<file path="src/rtl/uart_tx_arbiter.sv">
// rtl/uart_tx_arbiter.sv - round-robin arbiter framing N sender channels onto one UART TX
// Optional checksum trailer enabled by defining UART_ARB_CHECKSUM_EN.
module uart_tx_arbiter #(
    parameter int         NUM_CHANNELS    = 5,
    parameter logic [7:0] SOF_BYTE        = 8'hA5,
    parameter int         MAX_FRAME_BYTES = 64
) (
    input  logic                      clock,
    input  logic                      reset,
    input  logic [NUM_CHANNELS-1:0]   ch_req,
    input  logic [NUM_CHANNELS-1:0]   ch_valid,
    input  logic [NUM_CHANNELS-1:0]   ch_last,
    input  logic [8*NUM_CHANNELS-1:0] ch_data,
    input  logic                      uart_busy,
    output logic [NUM_CHANNELS-1:0]   ch_grant,
    output logic [NUM_CHANNELS-1:0]   ch_ready,
    output logic                      tx_start,
    output logic [7:0]                tx_data,
    output logic                      frame_done,
    output logic                      overflow
);
    localparam int IDX_W = $clog2(NUM_CHANNELS);

    typedef enum logic [2:0] {
        IDLE,
        SEND_SOF,
        SEND_ID,
        FETCH,
        SEND_DATA,
`ifdef UART_ARB_CHECKSUM_EN
        SEND_CSUM,
`endif
        DONE
    } state_t;

    typedef enum logic [1:0] {ISSUE, ACK, DRAIN} phase_t;

    state_t           state;
    state_t           after_send;
    phase_t           phase;
    logic [IDX_W-1:0] rr_ptr;
    logic [IDX_W-1:0] gnt_idx;
    logic [IDX_W-1:0] pick_idx;
    logic             pick_found;
    logic [7:0]       data_q;
    logic             last_q;
    logic [7:0]       pay_cnt;
    logic             ovf_flag;
    logic [7:0]       cur_byte;
    logic             sel_valid;
    logic             sel_last;
    logic [7:0]       sel_data;
    logic             at_limit;
`ifdef UART_ARB_CHECKSUM_EN
    logic [7:0]       csum_q;
`endif

    function automatic logic [IDX_W-1:0] wrap_add(input logic [IDX_W-1:0] base, input int off);
        int s;
        s = int'(base) + off;
        if (s >= NUM_CHANNELS) s = s - NUM_CHANNELS;
        return IDX_W'(s);
    endfunction

    // Scan from the highest offset down so the lowest offset at/after rr_ptr wins.
    always_comb begin
        pick_found = 1'b0;
        pick_idx   = '0;
        for (int off = NUM_CHANNELS - 1; off >= 0; off--) begin
            if (ch_req[wrap_add(rr_ptr, off)]) begin
                pick_found = 1'b1;
                pick_idx   = wrap_add(rr_ptr, off);
            end
        end
    end

    always_comb begin
        sel_valid = 1'b0;
        sel_last  = 1'b0;
        sel_data  = '0;
        for (int i = 0; i < NUM_CHANNELS; i++) begin
            if (gnt_idx == IDX_W'(i)) begin
                sel_valid = ch_valid[i];
                sel_last  = ch_last[i];
                sel_data  = ch_data[8*i +: 8];
            end
        end
    end

    assign at_limit = (pay_cnt == 8'(MAX_FRAME_BYTES));

    always_comb begin
        cur_byte   = data_q;
        after_send = IDLE;
        case (state)
            SEND_SOF: begin
                cur_byte   = SOF_BYTE;
                after_send = SEND_ID;
            end
            SEND_ID: begin
                cur_byte   = 8'(gnt_idx);
                after_send = FETCH;
            end
            SEND_DATA: begin
                cur_byte = data_q;
`ifdef UART_ARB_CHECKSUM_EN
                after_send = (last_q || at_limit) ? SEND_CSUM : FETCH;
`else
                after_send = (last_q || at_limit) ? DONE : FETCH;
`endif
            end
`ifdef UART_ARB_CHECKSUM_EN
            SEND_CSUM: begin
                cur_byte   = csum_q;
                after_send = DONE;
            end
`endif
            default: begin
                cur_byte   = data_q;
                after_send = IDLE;
            end
        endcase
    end

    always_ff @(posedge clock or posedge reset) begin
        if (reset) begin
            state      <= IDLE;
            phase      <= ISSUE;
            rr_ptr     <= '0;
            gnt_idx    <= '0;
            data_q     <= '0;
            last_q     <= 1'b0;
            pay_cnt    <= '0;
            ovf_flag   <= 1'b0;
            ch_grant   <= '0;
            ch_ready   <= '0;
            tx_start   <= 1'b0;
            tx_data    <= '0;
            frame_done <= 1'b0;
            overflow   <= 1'b0;
`ifdef UART_ARB_CHECKSUM_EN
            csum_q     <= '0;
`endif
        end else begin
            tx_start   <= 1'b0;
            ch_ready   <= '0;
            frame_done <= 1'b0;
            overflow   <= 1'b0;
            case (state)
                IDLE: begin
                    if (pick_found) begin
                        ch_grant <= NUM_CHANNELS'(1) << pick_idx;
                        gnt_idx  <= pick_idx;
                        rr_ptr   <= wrap_add(pick_idx, 1);
                        pay_cnt  <= '0;
                        ovf_flag <= 1'b0;
                        phase    <= ISSUE;
                        state    <= SEND_SOF;
`ifdef UART_ARB_CHECKSUM_EN
                        csum_q   <= 8'(pick_idx);
`endif
                    end
                end
                FETCH: begin
                    if (sel_valid) begin
                        data_q   <= sel_data;
                        last_q   <= sel_last;
                        ch_ready <= ch_grant;
                        pay_cnt  <= pay_cnt + 8'd1;
                        phase    <= ISSUE;
                        state    <= SEND_DATA;
`ifdef UART_ARB_CHECKSUM_EN
                        csum_q   <= csum_q ^ sel_data;
`endif
                    end
                end
                DONE: begin
                    frame_done <= 1'b1;
                    overflow   <= ovf_flag;
                    ch_grant   <= '0;
                    state      <= IDLE;
                end
                default: begin
                    // A new byte is only issued once the UART has visibly taken the previous one.
                    case (phase)
                        ISSUE: begin
                            if (!uart_busy) begin
                                tx_start <= 1'b1;
                                tx_data  <= cur_byte;
                                phase    <= ACK;
                            end
                        end
                        ACK: begin
                            if (uart_busy) phase <= DRAIN;
                        end
                        DRAIN: begin
                            if (!uart_busy) begin
                                if (state == SEND_DATA && !last_q && at_limit) ovf_flag <= 1'b1;
                                phase <= ISSUE;
                                state <= after_send;
                            end
                        end
                        default: phase <= ISSUE;
                    endcase
                end
            endcase
        end
    end
endmodule

</file>
<file path="config.mk">
export PLATFORM = sky130hd
export DESIGN_NAME = uart_tx_arbiter
export DESIGN_NICKNAME = d
export VERILOG_FILES = /design/src/rtl/uart_tx_arbiter.sv
export SDC_FILE = /design/constraint.sdc
export NUM_CORES = 1
export LEC_CHECK = 0
export BUFFER_PORTS_ARGS = -buffer_cell sky130_fd_sc_hd__buf_2
export CORE_MARGIN = 2
export CORE_UTILIZATION = 53
export DETAILED_ROUTE_END_ITERATION = 8
export PLACE_DENSITY = 0.87
export SKIP_CTS_REPAIR_TIMING = 1
export SYNTH_ARGS = -nofsm -noshare
export SYNTH_HDL_FRONTEND = slang
export SYNTH_SLANG_ARGS = --single-unit
</file>
<file path="constraint.sdc">
create_clock -name clock -period 5 [get_ports clock]
set_input_delay 0 -clock clock [delete_from_list [all_inputs] [get_ports clock]]
set_output_delay 0 -clock clock [all_outputs]
set_load 0.005 [all_outputs]
</file>
* After elaboration in Yosys (flattened, before gate mapping)
Cells that the tools add are included.
Word-level totals: register bits after elaboration 50, input bits 58, output and inout port bits 21, word-level logic and storage cells 156
Operators by class: $add $sub $neg 12, order comparisons 11, eq/ne operators 19, shifts and indexed selects 1, muxes and demuxes 73, bitwise operators 4, reduce and logical (&&, ||, !) cells 22
Operators by type and width (number):
- $mux W8 | 7
- $mux W3 | 16
- $pmux W8 S2 | 2
- $mux W1 | 29
- $ge A4 B3 Y1 const B | 5
- $lt A3 B4 Y1 const B | 5
- $pmux W3 S3 | 2
- $sub A3 B3 Y3 const B | 6
- $bmux W1 S3 | 5
- $mux W5 | 3
- $eq A3 B2 Y1 const B | 4
- $pmux W2 S3 | 2
- $mux W2 | 5
- $pmux W5 S2 | 1
- $eq A3 B3 Y1 const B | 3
- $add A3 B1 Y4 const B | 2
- $add A3 B2 Y4 const B | 2
- $add A8 B1 Y8 const B | 1
- $eq A8 B7 Y1 const B | 1
- $ne A4 B4 Y1 const B | 2
- $reduce_bool A2 Y1 | 4
- $eq A3 B1 Y1 const B | 2
- $logic_not A3 Y1 | 2
- $reduce_and A2 Y1 | 3
- 22 further kinds | 28

* Depth between registers and ports, before layout
Gate-level depths: netlist of run 1.
word-level depth 13, mapped depth 19

* Worst setup path before layout of run 1
Ideal clock, no wire load.
kind register to register, start point register rr_ptr[1], end point register rr_ptr[1], setup time 0.135 ns, arrival time 3.584 ns, required time 4.865 ns, slack 1.281 ns, stages on the path, launching flop included 17, cell sequence dfrtp_1 > buf_2 > inv_1 > ha_1 > buf_2 > and4b_1 > a41o_1 > o311a_4 > a21boi_1 > o41ai_1 > a311o_1 > ha_1 > ha_1 > a21oi_1 > nor2_1 > mux2i_1 > o311ai_1
Between the ends: longest elaborated chain between the ends 13, elaborated cells between the ends (all ways) 44
Ends and longest elaborated chain:
- from (decl) | line 41 | logic [IDX_W-1:0] rr_ptr;
- from (signal assigned) | line 154 | rr_ptr <= wrap_add(pick_idx, 1);
- $add A3 B3 Y4 | line 60 | s = int'(base) + off;
- $ge A4 B3 Y1 or $sub A3 B3 Y3 (tied branches) | line 61 | if (s >= NUM_CHANNELS) s = s - NUM_CHANNELS;
- $mux W3 | line 61
- $bmux W1 S3 | line 70 | if (ch_req[wrap_add(rr_ptr, off)]) begin
- $mux W1 (not written as such) | line 70
- $mux W3 (4 in series) | line 70
- $mux W3 * | line 70
- net pick_idx[0] | line 43 | logic [IDX_W-1:0] pick_idx;
- $add A3 B1 Y4 * | line 60
- $ge A4 B3 Y1 or $sub A3 B3 Y3 (tied branches) | line 61
- $mux W3 * | line 61
The timed path passes the listed nets; every way through them passes the cells marked *. The select of a mux whose other input is x is not followed. A chain may end at the register's enable or synchronous reset.

* Worst setup path after layout of run 1
Same ends and word-level chain as after synthesis.

==> results of run 1 <==
## stage by stage
stage          power (mW)  hold slack (ps)  worst slack (ps)
4_1_cts              3.26            -28.6              1040
5_1_grt              3.61             15.7               492
3_3_place_gp         2.94              296              1210
6_report             3.29            -77.7               923
3_5_place_dp         3.01              308              1050
2_1_floorplan        2.51              209              1280
## cells in the final DEF, fill, tap and decap left out, types with 3 or more instances in the layout
cell	synthesis	layout
mux4_2	12	12
nand3_1	8	8
buf_2	6	78
o21ai_0	22	22
a21oi_1	33	33
inv_1	20	19
mux2i_1	4	4
o22ai_1	7	7
and3_1	4	4
buf_4	1	7
clkbuf_8	0	5
a31oi_1	5	5
a211oi_1	3	3
nand4_1	5	5
dfrtp_1	50	50
ha_1	16	16
mux2_2	3	3
nor3_1	12	12
inv_2	2	3
o21ai_1	3	3
nand2_1	40	40
and2_1	9	9
a21o_1	3	3
a22oi_1	11	11
o31ai_1	5	5
nand2b_1	15	15
nor2b_1	9	9
nor2_1	43	43
o211ai_2	3	3
or2_2	4	4
nand3b_1	4	4
## worst register-to-register path: stages (launching register included)
cell and delay (ps):
dfrtp_1 530, ha_1 230, inv_1 60, fa_1 440, a21oi_1 340, a21oi_1 100, o22ai_1 290, nand3_1 180
a211oi_1 250, o21ai_0 110, a22oi_1 340, ha_1 290, ha_1 260, a21oi_1 190, nor2_1 70, mux2i_1 160
o311ai_1 110
## where the power goes
part           switching [mW]  internal (mW)  total, mW  leakage [nW]
sequential              0.191          0.543      0.734         0.639
clock                   0.142         0.0986      0.241        0.0441
combinational            1.35          0.970       2.32          1.39
total                    1.68           1.61       3.29          2.08
## kinds of logic (layout without fill, tap and decap cells)
logic type	Yosys count	in the layout
multiplexers	22	22
adder cells (fa/ha/maj)	17	17
AND/OR/NAND/NOR	170	170
flip-flops	50	50
AO/OA/AOI/OAI	131	131
XOR/XNOR	4	4
buffers and inverters	47	115
## worst min-delay path by stage
stage | from | end | slack (ps) | cells after the start
6_report | reset | data_q[3] | -80 | 2
5_1_grt | ch_data[32] | data_q[0] | 20 | 3
4_1_cts | reset | tx_start | -30 | 2
3_5_place_dp | reset | tx_start | 310 | 2
3_3_place_gp | reset | tx_start | 300 | 2
2_1_floorplan | uart_busy | phase[0] | 210 | 3
## cell type report
type	instances	area, um^2	area share
Clock buffer	5	68.8	0.0155
Clock inverter	3	21.3	0.00479
Inverter	22	82.6	0.0186
Multi-Input combinational cell	344	2450	0.552
Sequential cell	50	1250	0.282
Tap cell	99	124	0.0279
Timing Repair Buffer	85	443	0.0997
## synth_stat cells (4+ instances only)
master,instances,share of area
a21oi_1,33,0.042
nand2_1,40,0.038
nor2_1,43,0.041
a31oi_1,5,0.0080
clkbuf_1,11,0.011
dfrtp_1,50,0.32
ha_1,16,0.051
o22ai_1,7,0.011
o21ai_0,22,0.028
and3_1,4,0.0064
inv_1,20,0.019
a22oi_1,11,0.021
nor2b_1,9,0.014
nand2b_1,15,0.024
nand3_1,8,0.010
nand3b_1,4,0.0077
mux4_2,12,0.069
buf_2,6,0.0077
nor3_1,12,0.015
mux2i_1,4,0.010
nand4_1,5,0.0080
buf_6,4,0.012
or2_2,4,0.0064
and2_1,9,0.014
o31ai_1,5,0.0096
## routing by layer
layer,routed length (um),up-vias,GRT usage
li1,-,1747,-
met1,4350,1773,0.333
met2,4820,113,0.388
met3,434,24,0.0461
met4,212,0,0.0808
met5,0,-,0
## registers in the layout, summed over array words and instances, names as in the netlist, 2 cells and up
name	cells
ch_grant	5
ch_ready	5
data_q	8
gnt_idx	3
pay_cnt	8
phase	2
rr_ptr	3
state	3
tx_data	8
==> impl_metrics.ini, run 1 <==
[route]
via_per_inst = 6.01
drt_drc_violations_left = 0
drt-total-wl_mm = 9.82
ant_nets = 0
num_vias = 3657
dr.pass1.iters = 5
drt-initial-drc-count = 243
wl_per_cell_um = 16.2

[clock_network]
cts.sinks = 50
cts_root_buf = clkbuf_8
clockBufferDepth = 2
cts_made_buffers = 5
htree_levels = 2
clk_pin_slew_ps = 100
clkLatencyLatePin_ps = 310
cts_tree = built

[timing]
grt_setup_unrepaired = false
max_slew_margin = 0.322
finalMaxSlewViolations = 0
max_freq_mhz = 245
skew_ps = 6.74
fin_crit_ps = 4080
whs_ps = -77.7
finalSetupViolCount = 0
fin_tns_setup_ps = 0
tightestPinTransition_ps = 1020
finalCritPeriodShare = 0.815
hold_violations = 50

[final_layout]
n_antenna_cell = 0
fillers = 635
layout.cells.non_filler = 608
drive_gt1_frac = 0.269
final_core_util = 0.616
syn_to_final_growth_pct = 13.6
nets = 583
stdcell_area_um2 = 4440

[global_routing]
grtUsageTotal = 0.242
grt.overflow.total = 0
antenna_found_initial = 0
grt_pass1_wl_mm = 16.3
grt_max_degree = 51
grt_pass1_vias = 3434

[floorplanning]
core_um2 = 7210
pin_count = 79
die_w_um = 89.9
initial_core_util = 0.542
die_h_um = 89.9
num_rows = 31
dieArea_um2 = 8090

[worst_setup_path]
cp-startpoint = rr_ptr[1]
endpoint_kind = flip-flop
cp-endpoint = rr_ptr[1]
r2r_start = rr_ptr[1]
worst-path-stages = 16
crit_type = flip-flop to flip-flop
crit_buf_inv = 1
worstRegToRegCells = 16
cp_top_family = compound AO/OA/AOI/OAI gates
critPathRequiredTime_ps = 5190
timing.rr.end = rr_ptr[1]
slowest_delay_ps = 530
reg2reg_slack_ps = 920
crit_chain = ha_1 -> inv_1 -> fa_1 -> a21oi_1 -> a21oi_1 -> o22ai_1 -> nand3_1 -> a211oi_1 -> o21ai_0 -> a22oi_1 -> ha_1 -> ha_1 -> a21oi_1 -> nor2_1 -> mux2i_1 -> o311ai_1
start_kind = flip-flop
crit_arrival_ps = 4260
cp_max_fo = 9
crit_slowest_cell = dfrtp_1

[power_and_ir_drop]
p_leak_nw = 2.08
peakVddDrop_mv = 0.527
powerDensity_nw_per_um2 = 741

[min_path]
hold_class = input pin to async pin

[logic_synthesis]
synthesis.area_um2 = 3910
synth_edf_count = 0
synth_flop_cell = dfrtp_1
synth_simple_gate_area_frac = 0.228
syn_nets = 516
yosysUniqueCellTypes = 80
synth_mux_area_frac = 0.0975
synth_top_family_by_area = compound AO/OA/AOI/OAI gates
synth_xor_area_frac = 0.00895
async_reset_ff_frac = 1.00
synth-warning-count = 0
syn-instance-count = 441
synth_compound_area_frac = 0.233
synthAdderAreaFrac = 0.0563
seq_area_frac_synth = 0.320
ys_ff_latch = 50
syn_avg_cell_area_um2 = 8.87

[placement]
routabilityCongestion = 0.919
dp_cells = 600
dp_hpwl_mm = 7.35
placed_cell_area_um2 = 4350
io_buffers = 78

[run_status]
status = finished with violations
violations = hold timing

[run]
maxCapViolCount = 0
Note: power is estimated with default switching activity, not from simulation.
==> run 2: changes to the inputs <==
--- a/config.mk
+++ b/config.mk
@@ -7,9 +7,9 @@
 export LEC_CHECK = 0
 export BUFFER_PORTS_ARGS = -buffer_cell sky130_fd_sc_hd__buf_2
 export CORE_MARGIN = 2
-export CORE_UTILIZATION = 53
+export CORE_UTILIZATION = 51
 export DETAILED_ROUTE_END_ITERATION = 8
-export PLACE_DENSITY = 0.87
+export PLACE_DENSITY = 0.88
 export SKIP_CTS_REPAIR_TIMING = 1
 export SYNTH_ARGS = -nofsm -noshare
 export SYNTH_HDL_FRONTEND = slang
==> constraint.sdc (replaced) <==
create_clock -name clock -period 3.75 [get_ports clock]
set_input_delay 0 -clock clock [delete_from_list [all_inputs] [get_ports clock]]
set_output_delay 0 -clock clock [all_outputs]
set_load 0.005 [all_outputs]
==> impl_metrics.ini, run 2 (synthesized netlist as in run 1, its figures left out) <==
[run_status]
status = finished with violations
violations = hold timing

[final_layout]
layout.cells.non_filler = 616
drive_gt1_frac = 0.296
reg_top3 = data_q (8), pay_cnt (8), tx_data (8)
n_antenna_cell = 0
syn_to_final_growth_pct = 16.9
nets = 591
final_core_util = 0.624
most-common-layout-cells = 78 x buf_2, 50 x dfrtp_1, 43 x nor2_1
stdcell_area_um2 = 4570
final_common_cell = buf_2

[placement]
io_buffers = 78
dp_hpwl_mm = 7.77
dp_cells = 608
placed_cell_area_um2 = 4430
routabilityCongestion = 1.02

[worst_setup_path]
worstRegToRegCells = 17
critPathRequiredTime_ps = 3950
worst-path-stages = 17
cp_top_family = compound AO/OA/AOI/OAI gates
path_common_cell = ha_1
crit_type = flip-flop to flip-flop
slowest_delay_ps = 400
crit_buf_inv = 3
crit_slowest_cell = dfrtp_1
crit_arrival_ps = 3710
reg2reg_slack_ps = 230
cp-startpoint = rr_ptr[0]
cp_max_fo = 6
start_kind = flip-flop
crit_chain = inv_2 -> ha_1 -> inv_1 -> fa_1 -> buf_4 -> o221a_2 -> o21ai_1 -> nand3_1 -> a211oi_1 -> o21ai_0 -> a22oi_2 -> ha_2 -> ha_1 -> a21oi_1 -> nor2_1 -> mux2i_1 -> o311ai_1
endpoint_kind = flip-flop
timing.rr.end = rr_ptr[1]
cp-endpoint = rr_ptr[1]
r2r_start = rr_ptr[0]

[floorplanning]
pin_count = 79
dieArea_um2 = 8390
num_rows = 31
die_h_um = 91.6
initial_core_util = 0.534
core_um2 = 7330
die_w_um = 91.6

[clock_network]
clk_pin_slew_ps = 100
cts_made_buffers = 5
clkLatencyLatePin_ps = 310
clockBufferDepth = 2
cts.sinks = 50
cts_tree = built
cts_root_buf = clkbuf_8
htree_levels = 2

[run]
maxCapViolCount = 0

[route]
ant_nets = 0
dr.pass1.iters = 6
via_per_inst = 6.16
drt_drc_violations_left = 0
drt-initial-drc-count = 324
num_vias = 3796
wl_per_cell_um = 17.0
drt-total-wl_mm = 10.5

[timing]
max_freq_mhz = 284
tightestPinTransition_ps = 1030
fin_crit_ps = 3520
finalMaxSlewViolations = 0
max_slew_margin = 0.314
finalCritPeriodShare = 0.938
grt_setup_unrepaired = false
fin_tns_setup_ps = 0
hold_violations = 50
skew_ps = 10.7
finalSetupViolCount = 0
whs_ps = -69.5

[global_routing]
grt_max_degree = 51
grt_pass1_wl_mm = 17.3
grtUsageTotal = 0.253
antenna_found_initial = 0
grt_pass1_vias = 3610
grt.overflow.total = 0

[power_and_ir_drop]
peakVddDrop_mv = 0.539
powerDensity_nw_per_um2 = 1030
p_leak_nw = 2.15

[min_path]
hold_class = input pin to async pin
==> run 2: changes by cell type in the layout (fill, tap and decap cells not counted), sizes merged <==
cell      delta
buf          +8
bufinv       +1
clkinv       -1
clkinvlp     -1
inv          +1
==> run 2: layout make-up <==
| type | count | area [um^2] |
|---|---|---|
| Sequential cell | 50 | 1250 |
| Clock buffer | 5 | 68.8 |
| Multi-Input combinational cell | 344 | 2490 |
| Clock inverter | 3 | 43.8 |
| Timing Repair Buffer | 93 | 515 |
| Fill cell | 588 | 2760 |
| Tap cell | 99 | 124 |
| Inverter | 22 | 82.6 |
==> run 2: stage by stage <==
step                worst slack (ps)  total power, mW
floorplan                       31.0             3.35
global placement                 296             4.09
detailed placement              67.7             4.20
CTS                             58.7             4.62
global route                    56.0             5.13
finish                           233             4.73
==> run 2: report_power, final <==
part           internal [mW]  switching, mW
sequential             0.724          0.246
combinational           1.45           1.91
clock                  0.200          0.191
total                   2.38           2.35
==> run 2: routing by layer <==
metal  part of all wire  global-route usage  vias up
met5                  0                   0        -
met1               0.40               0.332     1828
met3              0.067              0.0299       19
met4              0.019              0.0821        0
met2               0.51               0.433      188
li1                   -                   -     1761
==> run 2: how the worst min path moves through the flow <==
stage,from,slack [ps],to
3_3_place_gp,reset,300,tx_data[5]
6_report,reset,-70,gnt_idx[2]
2_1_floorplan,uart_busy,210,phase[0]
4_1_cts,reset,-30,gnt_idx[2]
5_1_grt,ch_data[39],20,data_q[7]
3_5_place_dp,reset,300,phase[1]
